$ cat src/rtl/serial_frame_deser_pkg.sv
// Shared types and defaults for the serial frame deserializer.
package serial_frame_deser_pkg;

    typedef enum logic [1:0] {
        ST_IDLE = 2'd0,
        ST_CHAN = 2'd1,
        ST_DATA = 2'd2,
        ST_PAR  = 2'd3
    } state_e;

    localparam int unsigned DEF_DATA_W  = 8;
    localparam int unsigned DEF_CHAN_W  = 2;
    localparam int unsigned DEF_ERR_W   = 3;
    localparam int unsigned DEF_TIMEOUT = 15;

    function automatic int unsigned max_u(input int unsigned a, input int unsigned b);
        return (a > b) ? a : b;
    endfunction

endpackage

$ cat src/rtl/serial_frame_deser_shift.sv
// MSB-first left-shift register used to assemble the channel and data fields.
module deser_shift #(
    parameter int unsigned WIDTH = 8
) (
    input  logic             clk_i,
    input  logic             rst_i,
    input  logic             clear_i,
    input  logic             shift_en_i,
    input  logic             bit_i,
    output logic [WIDTH-1:0] q_o
);

    logic [WIDTH-1:0] q_q;
    logic [WIDTH-1:0] q_d;

    // Next value: clear wins, otherwise shift the new bit in at the LSB.
    always_comb begin
        q_d = q_q;
        if (clear_i) begin
            q_d = '0;
        end else if (shift_en_i) begin
            q_d = (q_q << 1) | WIDTH'(bit_i);
        end
    end

    // Shift register state.
    always_ff @(posedge clk_i) begin
        if (rst_i) begin
            q_q <= '0;
        end else begin
            q_q <= q_d;
        end
    end

    assign q_o = q_q;

endmodule

$ cat src/rtl/serial_frame_deser.sv
// Strobed serial frame receiver: start, channel, data, even parity.
// Good frames update data_out/chan_out with a one-cycle out_valid pulse;
// parity errors and mid-frame stalls bump a saturating error counter.
module serial_frame_deser
    import serial_frame_deser_pkg::*;
#(
    parameter int unsigned DATA_W  = DEF_DATA_W,
    parameter int unsigned CHAN_W  = DEF_CHAN_W,
    parameter int unsigned ERR_W   = DEF_ERR_W,
    parameter int unsigned TIMEOUT = DEF_TIMEOUT
) (
    input  logic              clk,
    input  logic              reset,
    input  logic              sin,
    input  logic              sin_en,
    input  logic              clear_err,
    output logic [DATA_W-1:0] data_out,
    output logic [CHAN_W-1:0] chan_out,
    output logic              out_valid,
    output logic [ERR_W-1:0]  err_cnt,
    output logic              busy
);

    localparam int unsigned CNT_W = $clog2(max_u(DATA_W, CHAN_W) + 1);
    localparam int unsigned GAP_W = $clog2(TIMEOUT);
    localparam logic [ERR_W-1:0] ERR_MAX = '1;

    state_e             state_q, state_d;
    logic [CNT_W-1:0]   bit_cnt_q, bit_cnt_d;
    logic [GAP_W-1:0]   gap_cnt_q, gap_cnt_d;
    logic               par_q, par_d;
    logic [DATA_W-1:0]  data_out_q, data_out_d;
    logic [CHAN_W-1:0]  chan_out_q, chan_out_d;
    logic               out_valid_q, out_valid_d;
    logic [ERR_W-1:0]   err_cnt_q, err_cnt_d;

    logic               sr_clear;
    logic               chan_shift;
    logic               data_shift;
    logic               good_frame;
    logic               err_event;
    logic [CHAN_W-1:0]  chan_sr;
    logic [DATA_W-1:0]  data_sr;

    deser_shift #(.WIDTH(CHAN_W)) u_chan_shift (
        .clk_i      (clk),
        .rst_i      (reset),
        .clear_i    (sr_clear),
        .shift_en_i (chan_shift),
        .bit_i      (sin),
        .q_o        (chan_sr)
    );

    deser_shift #(.WIDTH(DATA_W)) u_data_shift (
        .clk_i      (clk),
        .rst_i      (reset),
        .clear_i    (sr_clear),
        .shift_en_i (data_shift),
        .bit_i      (sin),
        .q_o        (data_sr)
    );

    // Frame FSM, bit/gap counters, parity accumulation and output updates.
    always_comb begin
        state_d     = state_q;
        bit_cnt_d   = bit_cnt_q;
        gap_cnt_d   = gap_cnt_q;
        par_d       = par_q;
        sr_clear    = 1'b0;
        chan_shift  = 1'b0;
        data_shift  = 1'b0;
        good_frame  = 1'b0;
        err_event   = 1'b0;

        if (state_q == ST_IDLE) begin
            bit_cnt_d = '0;
            gap_cnt_d = '0;
            if (sin_en && sin) begin
                state_d  = ST_CHAN;
                sr_clear = 1'b1;
                par_d    = 1'b0;
            end
        end else if (sin_en) begin
            gap_cnt_d = '0;
            case (state_q)
                ST_CHAN: begin
                    chan_shift = 1'b1;
                    par_d      = par_q ^ sin;
                    if (bit_cnt_q == CNT_W'(CHAN_W - 1)) begin
                        bit_cnt_d = '0;
                        state_d   = ST_DATA;
                    end else begin
                        bit_cnt_d = bit_cnt_q + 1'b1;
                    end
                end
                ST_DATA: begin
                    data_shift = 1'b1;
                    par_d      = par_q ^ sin;
                    if (bit_cnt_q == CNT_W'(DATA_W - 1)) begin
                        bit_cnt_d = '0;
                        state_d   = ST_PAR;
                    end else begin
                        bit_cnt_d = bit_cnt_q + 1'b1;
                    end
                end
                default: begin
                    // Even parity: accumulated ones plus the parity bit must be even.
                    if ((par_q ^ sin) == 1'b0) begin
                        good_frame = 1'b1;
                    end else begin
                        err_event = 1'b1;
                    end
                    state_d = ST_IDLE;
                end
            endcase
        end else if (gap_cnt_q == GAP_W'(TIMEOUT - 1)) begin
            state_d   = ST_IDLE;
            gap_cnt_d = '0;
            err_event = 1'b1;
        end else begin
            gap_cnt_d = gap_cnt_q + 1'b1;
        end

        out_valid_d = good_frame;
        data_out_d  = good_frame ? data_sr : data_out_q;
        chan_out_d  = good_frame ? chan_sr : chan_out_q;

        err_cnt_d = err_cnt_q;
        if (clear_err) begin
            err_cnt_d = '0;
        end else if (err_event && (err_cnt_q != ERR_MAX)) begin
            err_cnt_d = err_cnt_q + 1'b1;
        end
    end

    // State and output registers.
    always_ff @(posedge clk) begin
        if (reset) begin
            state_q     <= ST_IDLE;
            bit_cnt_q   <= '0;
            gap_cnt_q   <= '0;
            par_q       <= 1'b0;
            data_out_q  <= '0;
            chan_out_q  <= '0;
            out_valid_q <= 1'b0;
            err_cnt_q   <= '0;
        end else begin
            state_q     <= state_d;
            bit_cnt_q   <= bit_cnt_d;
            gap_cnt_q   <= gap_cnt_d;
            par_q       <= par_d;
            data_out_q  <= data_out_d;
            chan_out_q  <= chan_out_d;
            out_valid_q <= out_valid_d;
            err_cnt_q   <= err_cnt_d;
        end
    end

    assign data_out  = data_out_q;
    assign chan_out  = chan_out_q;
    assign out_valid = out_valid_q;
    assign err_cnt   = err_cnt_q;
    assign busy      = (state_q != ST_IDLE);

endmodule

$ cat config.mk
export PLATFORM = sky130hd
export DESIGN_NAME = serial_frame_deser
export DESIGN_NICKNAME = d
export VERILOG_FILES = /design/src/rtl/serial_frame_deser_pkg.sv /design/src/rtl/serial_frame_deser_shift.sv /design/src/rtl/serial_frame_deser.sv
export SDC_FILE = /design/constraint.sdc
export NUM_CORES = 1
export LEC_CHECK = 0
export BUFFER_PORTS_ARGS = -buffer_cell sky130_fd_sc_hd__buf_2
export CORE_MARGIN = 8
export CORE_UTILIZATION = 45
export CTS_BUF_LIST = sky130_fd_sc_hd__clkbuf_8 sky130_fd_sc_hd__clkbuf_16
export DETAILED_ROUTE_END_ITERATION = 8
export PLACE_DENSITY_LB_ADDON = 0.1
export RECOVER_POWER = 50
export SYNTH_ARGS = -nofsm -noshare
export SYNTH_HDL_FRONTEND = slang
export SYNTH_SLANG_ARGS = --single-unit
$ cat constraint.sdc
create_clock -name clk -period 1.98 [get_ports clk]
set_input_delay 0.396 -clock clk [delete_from_list [all_inputs] [get_ports clk]]
set_output_delay 0.396 -clock clk [all_outputs]
set_load 0.005 [all_outputs]
==> Word level (Yosys, flattened, before mapping) <==
Index checks and enable logic that the tools add are counted.
{ "word_totals": {"n_memories": 0, "regBits": 35, "mem_bits_ro": 0, "ram_bits": 0, "latchBits": 0} }
{ "classes": {"reduce_logical": 16, "n_shift": 0, "n_eq_ne": 9, "bitwise_logic": 3, "n_lt_le_gt_ge": 0, "muxes": 31, "add_sub_neg": 3, "mul": 0, "div": 0} }
{ "op_table": {"columns": ["op", "n"], "rows": [
  ["1-bit 2-to-1 mux", 21],
  ["2-bit 2-to-1 mux", 6],
  ["4-bit by 1-bit adder with 4-bit output (second input constant)", 2],
  ["4-bit 2-to-1 mux", 2],
  ["4-bit inequality test (second input constant)", 2],
  ["8-bit by 1-bit bitwise OR with 8-bit output", 1],
  ["4-bit case mux with 2 select lines", 1],
  ["2-bit nonzero test", 4],
  ["2-bit OR reduction", 4],
  ["4-bit by 1-bit == test with 1-bit output (second input constant)", 1],
  ["4-bit by 3-bit == test with 1-bit output (second input constant)", 1],
  ["4-bit == test (second input constant)", 1],
  ["2-bit case mux with 2 select lines", 1],
  ["4-bit AND reduction", 1],
  ["4-bit OR reduction", 1],
  ["3-bit by 1-bit adder with 3-bit output (second input constant)", 1],
  ["3-bit inequality test (second input constant)", 1],
  ["3-bit AND reduction", 1],
  ["3-bit nonzero test", 1],
  ["2-bit by 1-bit == test with 1-bit output (second input constant)", 1],
  ["2-bit == test (second input constant)", 1],
  ["1-bit logical AND", 2],
  ["2-bit zero test", 1],
  ["2-bit by 1-bit inequality test with 1-bit output (second input constant)", 1],
  ["other kinds (3)", 3]
]} }

==> Longest topological paths before layout <==
{ "logic_depth": {"depth_word": 6, "depth_mapped": 7, "depth_no_buf": 6} }

==> Modules after synthesis <==
From an unflattened synthesis, not the netlist that was laid out.
{ "hier_totals": {"hier_cells": 161, "area_unflattened_um2": 1577.8} }
{ "modules_own_cells": {"columns": ["module", "instances", "area_each_um2", "seq_area_each_um2", "cells_each"], "rows": [
  ["serial_frame_deser", 1, 1212.4, 500.5, 128],
  ["deser_shift at u_data_shift", 1, 295.3, 160.2, 27],
  ["deser_shift at u_chan_shift", 1, 70.1, 40.0, 6]
]} }

==> Least setup slack after synthesis <==
OpenSTA, ideal clock, no wires.
{ "synth_path": {"path_kind": "flip-flop to flip-flop", "start": "register state_q[0]", "end": "register chan_out_q[0], in the netlist chan_out[0]", "required_ns": 1.852, "period_less_slack_ns": 1.751, "slack_ns": 0.229, "n_path_buf": 1, "setup_time_ns": 0.128, "t_arrival_ns": 1.623, "stages_incl_launch_ff": 7, "cell_sequence": "dfxtp_1 > inv_1 > ha_1 > or4b_4 > buf_6 > mux2i_1 > nor2_1"} }
{ "synth_between": {"elab_chain_len": 5, "word_cells_on_any_way": 7, "classes_between": "eq/ne: 2; mux: 3; reduce/logical: 2"} }
{ "synth_lines": {"columns": ["element", "line", "rtl"], "rows": [
  ["start: declaration", "serial_frame_deser.sv:28", "state_e state_q, state_d;"],
  ["start signal: assignment", "serial_frame_deser.sv:148", "state_q <= state_d;"],
  ["2-bit == test or 2-bit by 1-bit == test with 1-bit output (tied branches)", "serial_frame_deser.sv:85", "case (state_q)"],
  ["2-bit OR reduction (no source line)", null, null],
  ["1-bit 2-to-1 mux", "serial_frame_deser.sv:85", null],
  ["1-bit 2-to-1 mux", "serial_frame_deser.sv:83", "end else if (sin_en) begin"],
  ["1-bit 2-to-1 mux (*)", "serial_frame_deser.sv:75", "if (state_q == ST_IDLE) begin"],
  ["end signal: assignment", "serial_frame_deser.sv:153", "chan_out_q <= chan_out_d;"],
  ["end: declaration", "serial_frame_deser.sv:33", "logic [CHAN_W-1:0] chan_out_q, chan_out_d;"]
]} }
Mark *: on every way between the ends. The rest lies on a longest branch, timed or not.
A chain may end at the register's enable or synchronous reset.

==> Worst setup path after layout <==
{ "layout_path": {"start": "register state_q[1]", "end": "register data_out_q[1], in the netlist data_out[1]"} }
{ "layout_between": {"elab_chain_len": 5, "word_cells_on_any_way": 7, "classes_between": "eq/ne: 2; mux: 3; reduce/logical: 2"} }
{ "layout_lines": {"columns": ["element", "line", "rtl"], "rows": [
  ["2-bit == test or 2-bit by 1-bit == test with 1-bit output (tied branches)", "serial_frame_deser.sv:85", null],
  ["2-bit OR reduction (no source line)", null, null],
  ["1-bit 2-to-1 mux", "serial_frame_deser.sv:85", null],
  ["1-bit 2-to-1 mux", "serial_frame_deser.sv:83", null],
  ["1-bit 2-to-1 mux (*)", "serial_frame_deser.sv:75", null],
  ["end signal: assignment", "serial_frame_deser.sv:152", "data_out_q <= data_out_d;"],
  ["end: declaration", "serial_frame_deser.sv:32", "logic [DATA_W-1:0] data_out_q, data_out_d;"]
]} }
Marks and branches as above.

==> Flow_metrics.wiki <==
{| class="wikitable"
! Metric !! Value
|-
| Clk network pwr share || 0.383
|-
| Leading cell type in the layout, fill and taps excluded || sky130_fd_sc_hd__dfxtp_1
|-
| Aggregate routed wire length || 2987 µm
|-
| CTS hold repair buffers || 0
|-
| Endpoint of the worst hold path || u_data_shift.q_o[0]$_SDFFE_PP0P_
|-
| Total area of multi-input combinational cells || 819.5 µm²
|-
| Max Fclk || 542.0 MHz
|-
| Leading cell types in the layout, fill and taps excluded || sky130_fd_sc_hd__dfxtp_1, sky130_fd_sc_hd__nor2_1, sky130_fd_sc_hd__mux2i_1
|-
| First-pass iteration count of the detailed router || 4
|-
| Die Ht || 75.19 µm
|-
| Critical path data arrival time || 2010 ps
|-
| Post-route DRC || 0
|-
| Clock-pin slew on the worst setup and hold paths || 70 ps
|-
| Cell-by-cell listing of the critical path || inv_1, ha_1, or4b_4, mux2i_1, nor2_1
|-
| Cell types with the largest area share after synthesis || sky130_fd_sc_hd__dfxtp_1, sky130_fd_sc_hd__mux2i_1, sky130_fd_sc_hd__ha_1
|-
| Fraction of power consumed by sequential logic || 0.437
|-
| Yosys synthesis warning count || 0
|-
| Mapped Area || 1577 µm²
|-
| CTS H-tree depth || 2
|-
| Remaining max-slew budget at the tightest pin || 0.7138
|-
| Critical-path top delay cell || sky130_fd_sc_hd__or4b_4
|-
| Floorplan die area || 5654 µm²
|-
| Synthesis-to-finish area growth || 15.95%
|-
| Number of distinct library cells after synthesis || 35
|-
| Post-route core utilization || 0.5435
|-
| FF-to-FF End || data_out[1]$_SDFFE_PP0P_
|-
| Filler cells || 345
|-
| GR Util All Layers || 0.1168
|-
| Clock latency on the worst-skew pair || 280 ps
|-
| Crit path time final || 1845 ps
|-
| Register-to-register setup slack || 140 ps
|-
| Design Power || 1.699 mW
|-
| Biggest area consumer among synthesized cells || sky130_fd_sc_hd__dfxtp_1
|-
| Internal Pwr Total || 1.256 mW
|-
| Clock buffer count from CTS || 5
|-
| Largest fanout on the critical path || 11
|-
| Final setup violation count || 0
|-
| Flop and latch count out of synthesis || 35
|-
| Count of mapped cells out of synthesis || 165
|-
| Effective utilization at floorplan || 0.4687
|-
| Hold Violations, Final || 0
|-
| Maximum buffer depth of the clock tree || 2
|-
| Number of I/O port buffers || 19
|-
| Initial antenna violation count || 0
|-
| Die boundary width || 75.19 µm
|-
| Status || finished clean
|-
| CTS Root Buffer Type || sky130_fd_sc_hd__clkbuf_8
|-
| CTS-repair resized insts || 0
|-
| Power density over cell area || 929.7 nW/µm²
|-
| Average routed wire per standard cell || 12.66 µm
|-
| Critical Path Max Stage Delay || 660 ps
|-
| Final weighted congestion in routability-driven placement || 0.7498
|-
| Core footprint || 3363 µm²
|-
| CTS Sinks || 35
|-
| Fraction of power spent switching nets || 0.2610
|-
| Fraction of layout instances using a drive strength above 1 || 0.1474
|-
| Final antenna diode count || 0
|-
| Startpoint type of the worst setup path || register
|-
| Count of flip-flops with a built-in enable after synthesis || 0
|-
| 1st-iter DRT viols || 60
|-
| WP data required || 2150 ps
|-
| Via count || 1220
|-
| Largest net degree at the start of global routing || 19
|-
| Number of antenna-violating nets in the routed design || 0
|-
| Setup TNS || 0 ps
|-
| Worst IR Drop VDD || 0.0006914 V
|-
| Max-capacitance violation count || 0
|-
| Worst hold path stage count || 3
|-
| Top-area cell type share of the netlist area || 0.4444
|-
| Largest clock skew in the final design || 3.705 ps
|-
| Number of global-route vias before repair || 1133
|-
| Post-route fraction of the period consumed by the critical path || 0.9318
|-
| Switching power of the nets || 0.4436 mW
|-
| Setup fix buffers added after clock tree synthesis || 0
|-
| Top Ports || 20
|-
| Flip-flop cell with the highest count after synthesis || sky130_fd_sc_hd__dfxtp_1
|-
| Count of standard-cell rows || 21
|-
| Net count reported at finish || 205
|-
| Path type of the worst setup path || reg -> reg
|-
| Via density per instance || 5.169
|-
| Hold wc startpoint || sin
|-
| Wire length of the first global-routing pass || 5050 µm
|-
| Max-slew violation count || 0
|-
| CTS tree || yes
|-
| Slew at the pin closest to its max-slew limit || 429.3 ps
|-
| Mapped Nets || 181
|-
| Capturing element type of the critical path || register
|-
| Cell leakage power || 0.8893 nW
|-
| Fraction of registers with async set/reset || 0
|-
| Synthesized area per cell || 9.555 µm²
|-
| Area of all sequential standard cells || 700.7 µm²
|-
| Portion of the post-synthesis area used by sequential elements || 0.4444
|-
| Class of the worst hold path || in -> reg
|-
| Relative contribution of combinational cells to total power || 0.180
|-
| Launching point of the worst reg2reg path || state_q[1]$_SDFFE_PP0P_
|-
| Number of cells on the worst reg-to-reg path || 5
|-
| Total congestion overflow || 0
|-
| Detailed placement HPWL || 2276 µm
|-
| RSZ-0062 raised after global routing || no
|}
==> flip-flops by register name, summed over array words and instances, names as in the netlist <==
name	cells
data_out	8
u_data_shift.q_o	8
bit_cnt_q	4
gap_cnt_q	4
err_cnt	3
chan_out	2
state_q	2
u_chan_shift.q_o	2
out_valid	1
par_q	1
==> cells in the mapped netlist, drive strengths merged, types with 2 or more instances <==
library cell / number
ha: 11
mux2i: 19
mux2: 2
xor2: 2
nand3b: 2
inv: 6
clkbuf: 2
a41o: 2
a21oi: 11
buf: 4
nand2: 9
nor3: 2
nor2: 30
dfxtp: 35
nand3: 4
nor3b: 2
or3: 5
==> power by group through the flow <==
stage | sequential, mW | combinational [mW] | clock, mW
floorplan | 0.755 | 0.236 | 0
global placement | 0.757 | 0.305 | 0
detailed placement | 0.759 | 0.313 | 0
CTS | 0.743 | 0.315 | 0.670
global route | 0.746 | 0.339 | 0.700
finish | 0.743 | 0.305 | 0.651
==> through the flow <==
stage                     hold WS, ps  setup slack, ps  std cells  area [µm²]
after floorplan                 429.7            229.0        165        1577
after global placement          449.7            198.6        228        1725
after detailed placement        451.5            130.2        228        1725
after CTS                       450.6            123.1        236        1843
after global routing            461.0            12.69        236        1828
final                           448.0            135.1        236        1828
==> layer usage <==
metal / GRT usage / vias to the layer above / wire [µm]
li1: - / 623 / -
met1: 0.1346 / 576 / 1335
met2: 0.1939 / 16 / 1483
met3: 0.04394 / 5 / 133
met4: 0.03838 / 0 / 35
met5: 0 / - / 0
==> cell type report <==
| type | count | share of cell area |
|---|---|---|
| tap | 46 | 0.03149 |
| clock buffer | 6 | 0.04517 |
| timing repair buffer | 23 | 0.06023 |
| inverter | 6 | 0.01232 |
| clock inverter | 2 | 0.01916 |
| sequential | 35 | 0.3833 |
| multi-input combinational | 118 | 0.4483 |
==> critical path, delay by kind of cell (launching register included) <==
family	cells	cell delay, ps
adder cells (fa/ha/maj)	1	340
buffers and inverters	1	90
flip-flops	1	390
multiplexers	1	190
AND/OR/NAND/NOR	2	720
==> worst max-delay path by stage <==
stage               slack [ps]                     from                         to  cells past startpoint
floorplan                  230  state_q[0]$_SDFFE_PP0P_   chan_out[0]$_SDFFE_PP0P_                      6
global placement           200  state_q[0]$_SDFFE_PP0P_   data_out[0]$_SDFFE_PP0P_                      5
detailed placement         130  state_q[1]$_SDFFE_PP0P_   chan_out[0]$_SDFFE_PP0P_                      5
CTS                        120  state_q[1]$_SDFFE_PP0P_   chan_out[0]$_SDFFE_PP0P_                      5
global route                10  state_q[1]$_SDFFE_PP0P_  bit_cnt_q[3]$_SDFFE_PP0P_                      6
finish                     140  state_q[1]$_SDFFE_PP0P_   data_out[1]$_SDFFE_PP0P_                      5
==> cell families (layout without fill, tap and decap cells) <==
family	Yosys count	count (layout)	synth area share
AOI/OAI and AO/OA	21	21	0.08731
xor gates and xnor gates	3	3	0.01667
adders and majority gates	11	11	0.08730
buffers and inverters	12	37	0.03571
DFF	35	35	0.4444
muxes	21	21	0.1349
and+or+nand+nor	62	62	0.1937
Note: power is estimated with default switching activity, not from simulation.
